==> config.mk <==
export PLATFORM = sky130hd
export DESIGN_NAME = spi_commit_scheduler
export DESIGN_NICKNAME = d
export VERILOG_FILES = /design/src/rtl/spi_commit_scheduler.sv
export SDC_FILE = /design/constraint.sdc
export NUM_CORES = 1
export LEC_CHECK = 0
export BUFFER_PORTS_ARGS = -buffer_cell sky130_fd_sc_hd__buf_2
export CAP_MARGIN = 20
export CELL_PAD_IN_SITES_DETAIL_PLACEMENT = 1
export CELL_PAD_IN_SITES_GLOBAL_PLACEMENT = 1
export CORE_MARGIN = 1.5
export CORE_UTILIZATION = 27
export CTS_CLUSTER_SIZE = 40
export DETAILED_ROUTE_END_ITERATION = 12
export PLACE_DENSITY_LB_ADDON = 0.08
export SYNTH_ARGS = -nofsm -noshare
export SYNTH_HDL_FRONTEND = slang
export SYNTH_SLANG_ARGS = --single-unit
==> constraint.sdc <==
create_clock -name clk -period 5.8 [get_ports clk]
set_input_delay 0.58 -clock clk [delete_from_list [all_inputs] [get_ports clk]]
set_output_delay 0.58 -clock clk [all_outputs]
set_load 0.1 [all_outputs]
==> src/rtl/spi_commit_scheduler.sv <==
// Defers SPI vector/register updates and commits them one per cycle during vertical blanking.
// Holds a single overwrite-on-arrival vector slot and a small FIFO of register writes.
module spi_commit_scheduler #(
    parameter int VEC_W    = 60,
    parameter int REG_AW   = 4,
    parameter int REG_DW   = 16,
    parameter int FIFO_D   = 4,
    parameter int V_ACTIVE = 480
) (
    input  logic                      clk,
    input  logic                      reset,
    input  logic [9:0]                i_hpos,
    input  logic [9:0]                i_vpos,
    input  logic                      i_hold,
    input  logic                      i_vec_valid,
    input  logic [VEC_W-1:0]          i_vec_data,
    input  logic                      i_reg_valid,
    input  logic [REG_AW-1:0]         i_reg_addr,
    input  logic [REG_DW-1:0]         i_reg_data,
    output logic                      o_vec_we,
    output logic [VEC_W-1:0]          o_vec_q,
    output logic                      o_reg_we,
    output logic [REG_AW-1:0]         o_reg_waddr,
    output logic [REG_DW-1:0]         o_reg_wdata,
    output logic                      o_frame_done,
    output logic                      o_vec_pending,
    output logic [$clog2(FIFO_D):0]   o_reg_count,
    output logic                      o_reg_ovf
);

    localparam int PW = $clog2(FIFO_D);
    localparam int CW = PW + 1;
    localparam int EW = REG_AW + REG_DW;

    typedef enum logic [1:0] {IDLE, DRAIN, DONE} state_t;

    state_t            state, state_nxt;
    logic [VEC_W-1:0]  vec_slot;
    logic [EW-1:0]     fifo_mem [FIFO_D];
    logic [PW-1:0]     rd_ptr, wr_ptr;
    logic              in_win, fifo_empty, fifo_full;
    logic              commit_vec, commit_reg, frame_done_nxt;
    logic              push, ovf_set;

    assign in_win     = (i_vpos >= 10'(V_ACTIVE));
    assign fifo_empty = (o_reg_count == '0);
    assign fifo_full  = (o_reg_count == CW'(FIFO_D));

    // A strobe arriving on the edge that would finish the drain keeps us in DRAIN,
    // so a freshly captured item commits on the very next edge.
    always_comb begin
        state_nxt      = state;
        commit_vec     = 1'b0;
        commit_reg     = 1'b0;
        frame_done_nxt = 1'b0;
        case (state)
            IDLE: begin
                if (in_win) state_nxt = DRAIN;
            end
            DRAIN: begin
                if (!in_win) begin
                    state_nxt = IDLE;
                end else if (!i_hold) begin
                    if (o_vec_pending) begin
                        commit_vec = 1'b1;
                    end else if (!fifo_empty) begin
                        commit_reg = 1'b1;
                    end else if (!i_vec_valid && !i_reg_valid) begin
                        state_nxt      = DONE;
                        frame_done_nxt = 1'b1;
                    end
                end
            end
            DONE: begin
                if (!in_win) begin
                    state_nxt = IDLE;
                end else if (o_vec_pending || !fifo_empty) begin
                    state_nxt = DRAIN;
                end
            end
            default: state_nxt = IDLE;
        endcase
    end

    // A push into a full FIFO only survives when the head is popped on the same edge.
    assign push    = i_reg_valid && (!fifo_full || commit_reg);
    assign ovf_set = i_reg_valid && fifo_full && !commit_reg;

    always_ff @(posedge clk or posedge reset) begin
        if (reset) begin
            state         <= IDLE;
            o_vec_we      <= 1'b0;
            o_reg_we      <= 1'b0;
            o_frame_done  <= 1'b0;
            o_vec_q       <= '0;
            o_reg_waddr   <= '0;
            o_reg_wdata   <= '0;
            vec_slot      <= '0;
            o_vec_pending <= 1'b0;
            o_reg_count   <= '0;
            o_reg_ovf     <= 1'b0;
            rd_ptr        <= '0;
            wr_ptr        <= '0;
        end else begin
            state        <= state_nxt;
            o_vec_we     <= commit_vec;
            o_reg_we     <= commit_reg;
            o_frame_done <= frame_done_nxt;
            if (commit_vec) o_vec_q <= vec_slot;
            if (commit_reg) {o_reg_waddr, o_reg_wdata} <= fifo_mem[rd_ptr];
            if (i_vec_valid) begin
                vec_slot      <= i_vec_data;
                o_vec_pending <= 1'b1;
            end else if (commit_vec) begin
                o_vec_pending <= 1'b0;
            end
            if (push)       wr_ptr <= wr_ptr + 1'b1;
            if (commit_reg) rd_ptr <= rd_ptr + 1'b1;
            if (push && !commit_reg)      o_reg_count <= o_reg_count + 1'b1;
            else if (!push && commit_reg) o_reg_count <= o_reg_count - 1'b1;
            if (ovf_set) o_reg_ovf <= 1'b1;
        end
    end

    // Storage needs no reset; occupancy is tracked by the pointers and count.
    always_ff @(posedge clk) begin
        if (push) fifo_mem[wr_ptr] <= {i_reg_addr, i_reg_data};
    end

endmodule

==> results of run 1 <==
-- cells in the final DEF (no fill, tap or decap), types with 3 or more instances in the layout --
| master | count |
|---|---|
| buf_2 | 177 |
| mux2_1 | 10 |
| mux2_2 | 73 |
| xnor2_1 | 3 |
| clkbuf_8 | 4 |
| mux2_4 | 58 |
| ha_1 | 5 |
| and3b_1 | 4 |
| bufinv_16 | 3 |
| buf_4 | 10 |
| clkbuf_16 | 29 |
| mux4_2 | 20 |
| clkbuf_1 | 6 |
| clkinv_2 | 7 |
| dfrtp_1 | 154 |
| inv_1 | 4 |
| edfxtp_1 | 80 |
-- layer usage --
layer  vias up  wire length, um  track usage (%)
met5         -               51                0
met4         8              492            3.596
met3        42             1513            4.044
met2       125            10100            20.39
met1      2548             8441            14.68
li1       2151                -                -
-- logic make-up (layout without fill, tap and decap cells) --
| group | Yosys count | after routing | share of synthesized area (%) |
|---|---|---|---|
| adder cells (fa/ha/maj) | 6 | 6 | 0.9097 |
| flip-flops | 234 | 234 | 68.92 |
| AO/OA/AOI/OAI | 12 | 12 | 1.282 |
| buffers and inverters | 26 | 246 | 1.626 |
| XOR/XNOR | 5 | 5 | 0.4825 |
| other | 0 | 2 | 0 |
| multiplexers | 161 | 161 | 24.85 |
| AND/OR/NAND/NOR | 23 | 23 | 1.930 |
-- worst max-delay path, stage by stage (launching register included) --
cell	delay (ns)
dfrtp_1	0.46
or4b_1	0.59
o211a_1	0.32
nor2b_1	0.15
ha_1	0.19
inv_1	0.06
fa_1	0.37
xor2_1	0.15
nor2_1	0.11
xor2_1	0.16
-- registers in the layout, summed over array words and instances, names as in the netlist --
register and flops:
o_vec_q 60, o_reg_we 1, o_reg_ovf 1, vec_slot 60, wr_ptr 2, o_frame_done 1
o_reg_count 3, state 2, o_reg_waddr 4, o_reg_wdata 16, o_vec_we 1, fifo_mem 80
rd_ptr 2, o_vec_pending 1
-- power breakdown --
| part | internal (mW) | switching (mW) |
|---|---|---|
| clock network | 1.09 | 0.667 |
| registers | 2.07 | 0.191 |
| logic | 0.582 | 1.80 |
-- final timing paths --
kind | startpoint | to | slack [ns] | cells past startpoint
max | o_vec_pending | o_reg_count[2] | 3.16 | 9
min | i_reg_data[13] | fifo_mem[1][13] | 0.26 | 1
min in group asynchronous | reset | vec_slot[28] | 0.52 | 3
min reg2reg | o_reg_wdata[7] | o_reg_wdata[7] | 0.48 | 1
max reg2reg | o_vec_pending | o_reg_count[2] | 3.16 | 9
max in group asynchronous | reset | o_vec_q[25] | 3.85 | 5
-- timing repair --
item / 4_1_cts / 5_1_grt
buffers inserted: 0 / 0
hold endpoints to repair: 0 / 15
hold buffers: 0 / 1
-- area by class of cell --
class / count / area (um2)
Timing Repair Buffer: 190 / 1026
Tap cell: 442 / 553.0
Clock buffer: 39 / 803.3
Fill cell: 3391 / 21310
Inverter: 6 / 27.53
Antenna cell: 2 / 5.005
Sequential cell: 234 / 6256
Clock inverter: 11 / 133.9
Multi-Input combinational cell: 207 / 2674
==> flow_summary.json, run 1 <==
{
  "status": "completed",
  "antenna_found_initial": 6,
  "crit_arrival_ns": 3.08,
  "stdcell_count": 1131,
  "power_mw": 6.410,
  "num_rows": 66,
  "layout.nets": 778,
  "yosys_warnings": 0,
  "ys.flop_type": "dfrtp_1",
  "coreArea_um2": 32780,
  "synth.distinct_cells": 39,
  "post_cts_resized": 0,
  "syn2layout_area_growth_pct": 26.45,
  "grt_max_degree": 104,
  "postLayoutCellArea_um2": 11480,
  "drcViolationCount": 0,
  "cts_max_path_buffers": 3,
  "p_leak_nw": 4.940,
  "synth_seq_cells": 234,
  "maxCapViolations": 0,
  "cts_tree": "yes",
  "drv_slew": 0,
  "synth_seq_area_share_pct": 68.92,
  "ir_drop_uv": 226.9,
  "synth.most_common_cell": "dfrtp_1",
  "max_freq_ghz": 0.3793,
  "wirelength_um": 20600,
  "dp_slack_ns": 2.944,
  "layout-drive-gt1-share_pct": 56.62,
  "wl_per_cell_um": 18.21,
  "cp_max_fo": 8,
  "worst_setup_path_start_kind": "register",
  "worst_slack_ns": 3.164,
  "synth_common_cells": "dfrtp_1 (154), edfxtp_1 (80), mux2_2 (73)",
  "ys_async_sr_fraction_pct": 65.81,
  "cts_buffers": 28,
  "endpoint_kind": "register",
  "final-hold-violation-count": 0,
  "power_density_nw_per_um2": 558.5,
  "whs_ns": 0.2649,
  "ys_top_cells_by_area": "dfrtp_1 (42%), edfxtp_1 (26%), mux2_4 (9.6%)",
  "cts_root_buf": "clkbuf_16",
  "dieArea_um2": 34730,
  "synth_top_area_share_pct": 42.45,
  "dr_total_vias": 4874,
  "final_util_pct": 35.01,
  "clk_latency_ns": 0.53,
  "netlist_instances": 467,
  "grt_pass1_vias": 5589,
  "post-route-period-util_pct": 45.45,
  "crit_type": "reg -> reg",
  "cts-htree-levels": 1,
  "die_w_um": 186.4,
  "dr.pass1.iters": 4,
  "vias_per_cell": 4.309,
  "clk_pin_slew_ns": 0.06,
  "grt-ovfl-total": 0,
  "worst_pin_slew_ns": 0.9900,
  "hpwl_um": 13140,
  "routabilityCongestion": 0.7086,
  "numPortBuffers": 177,
  "synth_area_um2": 9077,
  "hp-class": "in -> reg",
  "cts_num_sinks": 234,
  "rsz0062_at_grt": "no",
  "clock_skew_ns": 0.008918,
  "die_h_um": 186.4,
  "first_iter_violations": 133,
  "syn_avg_cell_area_um2": 19.44,
  "io-pin-count": 193,
  "post_dp_cell_area_um2": 10500,
  "dp_cells": 1077,
  "grt_pass1_wl_um": 33120,
  "start_util_pct": 27.69,
  "finalSetupViolations": 0,
  "finalCriticalPeriod_ns": 2.636,
  "synth_top_area_cell": "dfrtp_1",
  "track_usage_pct": 12.11,
  "synth_edf_count": 80,
  "postRouteAntennaNets": 0,
  "worstPathRequired_ns": 6.25,
  "syn_nets": 578,
  "fin_tns_setup_ns": 0,
  "relSlewSlack_pct": 34.00
}
No activity file was read; power rests on OpenSTA's default activity.
==> run 2: changes to the inputs <==
Settings changed: ABC_AREA set to 1.
Clock period 5.8 ns to 2.7 ns, I/O delays scaled along.
==> flow_summary.json, run 2 <==
{
  "status": "finished, violations left",
  "violations": "negative hold slack",
  "worst_setup_path_start_kind": "register",
  "fin_tns_setup_ns": 0,
  "die_w_um": 185.4,
  "layout-drive-gt1-share_pct": 25.00,
  "r2r-end": "o_reg_count[2]",
  "grt_pass1_vias": 6820,
  "finalSetupViolations": 0,
  "routabilityCongestion": 0.6663,
  "synth_area_um2": 8982,
  "clock_skew_ns": 0.01092,
  "first_iter_violations": 217,
  "p_leak_nw": 5.568,
  "max_freq_ghz": 0.4347,
  "hp-class": "in -> async",
  "synth.most_common_cell": "nand2_1",
  "ys.flop_type": "dfrtp_1",
  "antenna_found_initial": 3,
  "worst_slack_ns": 0.3995,
  "wirelength_um": 22890,
  "numPortBuffers": 177,
  "path_buf_inv": 3,
  "wl_per_cell_um": 14.90,
  "track_usage_pct": 13.52,
  "drv_slew": 0,
  "synth_seq_area_share_pct": 69.65,
  "worst_pin_slew_ns": 1.026,
  "cp_max_fo": 7,
  "rsz0062_at_grt": "no",
  "worst_r2r_path_depth": 13,
  "netlist_instances": 807,
  "final_util_pct": 37.09,
  "cts_root_buf": "clkbuf_16",
  "syn_nets": 918,
  "hpwl_um": 13750,
  "num_rows": 66,
  "ys_async_sr_fraction_pct": 65.81,
  "layout.nets": 1179,
  "cp_top_family": "adder cells",
  "synth_seq_cells": 234,
  "cts_tree": "yes",
  "whs_ns": -0.1066,
  "synth_top_area_share_pct": 42.90,
  "post-route-period-util_pct": 85.20,
  "syn_avg_cell_area_um2": 11.13,
  "finalCriticalPeriod_ns": 2.301,
  "crit_arrival_ns": 2.71,
  "postLayoutCellArea_um2": 12100,
  "power_density_nw_per_um2": 1191,
  "dr_total_vias": 6440,
  "dieArea_um2": 34370,
  "synth.distinct_cells": 29,
  "maxCapViolations": 0,
  "vias_per_cell": 4.193,
  "crit_slowest_cell": "dfrtp_1",
  "largest_reg_flops": 80,
  "cts_buffers": 30,
  "r2r_slack_ns": 0.40,
  "grt_max_degree": 155,
  "clk_latency_ns": 0.54,
  "dp_cells": 1398,
  "regToRegStartpoint": "o_vec_pending",
  "ys_top_cells_by_area": "dfrtp_1 (43%), edfxtp_1 (27%), nand2_1 (8.1%)",
  "grt-ovfl-total": 0,
  "regMostFlops": "fifo_mem",
  "die_h_um": 185.4,
  "grt_pass1_wl_um": 36450,
  "synth_common_cells": "nand2_1 (193), dfrtp_1 (154), o21ai_0 (103)",
  "path_cells": "inv_2 -> nand2_1 -> a21oi_1 -> nand3_2 -> nand2_1 -> nand2_2 -> inv_1 -> ha_1 -> inv_1 -> fa_1 -> a21oi_1 -> o21ai_0 -> xor2_1",
  "drcViolationCount": 0,
  "yosys_warnings": 0,
  "dr.pass1.iters": 4,
  "ir_drop_uv": 485.0,
  "relSlewSlack_pct": 31.62,
  "power_mw": 14.41,
  "syn2layout_area_growth_pct": 34.69,
  "final_common_cell": "nand2_1",
  "dp_slack_ns": 0.3833,
  "post_dp_cell_area_um2": 10330,
  "crit_type": "reg -> reg",
  "io-pin-count": 193,
  "cts-htree-levels": 1,
  "postRouteAntennaNets": 0,
  "reg_top3": "fifo_mem (80), o_vec_q (60), vec_slot (60)",
  "cts_num_sinks": 234,
  "synth_edf_count": 80,
  "clk_pin_slew_ns": 0.06,
  "stdcell_count": 1536,
  "worstPathRequired_ns": 3.11,
  "synth_top_area_cell": "dfrtp_1",
  "critPathMaxStageDelay_ns": 0.43,
  "post_cts_buffers": 0,
  "coreArea_um2": 32620,
  "endpoint_kind": "register",
  "start_util_pct": 27.54,
  "final_cell_mix": "nand2_1 (193), buf_2 (176), dfrtp_1 (151)",
  "cts_max_path_buffers": 3,
  "final-hold-violation-count": 28
}
-- run 2: changes by cell type in the layout (fill, tap and decap cells not counted), sizes merged, moves of 7 or more --
cell / change
inv: +71
nand3: +7
mux4: -20
o21ai: +164
nor2: +46
nand2: +192
o22ai: +20
dlygate4sd3: +79
clkinv: +7
mux2: -140
-- run 2: cell families after synthesis --
kind of cell	share of synthesized area, %
mux	0.1254
buf+inv	6.115
compound gates	11.87
fa+ha+maj	0.9194
flops	69.65
xor+xnor	0.2926
simple gates	11.03
-- run 2: worst max-delay path by stage --
stage / depth (start not counted) / startpoint / slack (ns) / endpoint
final: 13 / o_vec_pending / 0.40 / o_reg_count[2]
after global routing: 13 / o_vec_pending / 0.12 / o_reg_count[2]
after CTS: 10 / o_reg_count[0] / 0.36 / o_reg_count[2]
after detailed placement: 10 / o_reg_count[0] / 0.38 / o_reg_count[2]
after global placement: 10 / o_reg_count[0] / 0.39 / o_reg_count[2]
after floorplan: 7 / o_vec_pending / -0.11 / fifo_mem[0][0]
-- run 2: repair_timing --
item	CTS	global route
endpoints found under the setup margin	0	0
gates resized for setup	0	0
hold endpoints to repair	140	0
hold buffers	80	0
-- run 2: layer usage --
metal / vias to the layer above / wire (um) / track usage, %
met4: 2 / 530 / 3.642
met2: 137 / 10600 / 22.50
met3: 36 / 1633 / 4.503
met1: 3097 / 10110 / 16.70
li1: 3168 / - / -
met5: - / 16 / 0
-- run 2: worst min-delay path, stage by stage --
cell        delay [ns]
buf_2             0.11
clkinvlp_4        0.07
buf_12            0.49
-- run 2: layout make-up --
type	count	area, um2
Antenna cell	2	5.005
Clock buffer	39	825.8
Clock inverter	17	135.1
Fill cell	3684	20520
Inverter	79	300.3
Multi-Input combinational cell	452	2187
Sequential cell	234	6260
Tap cell	442	553.0
Timing Repair Buffer	271	1832
-- run 2: where the power goes --
group / internal (mW) / total (mW) / switching (mW)
clock network: 2.33 / 3.81 / 1.48
logic: 1.02 / 5.76 / 4.74
registers: 4.49 / 4.84 / 0.350
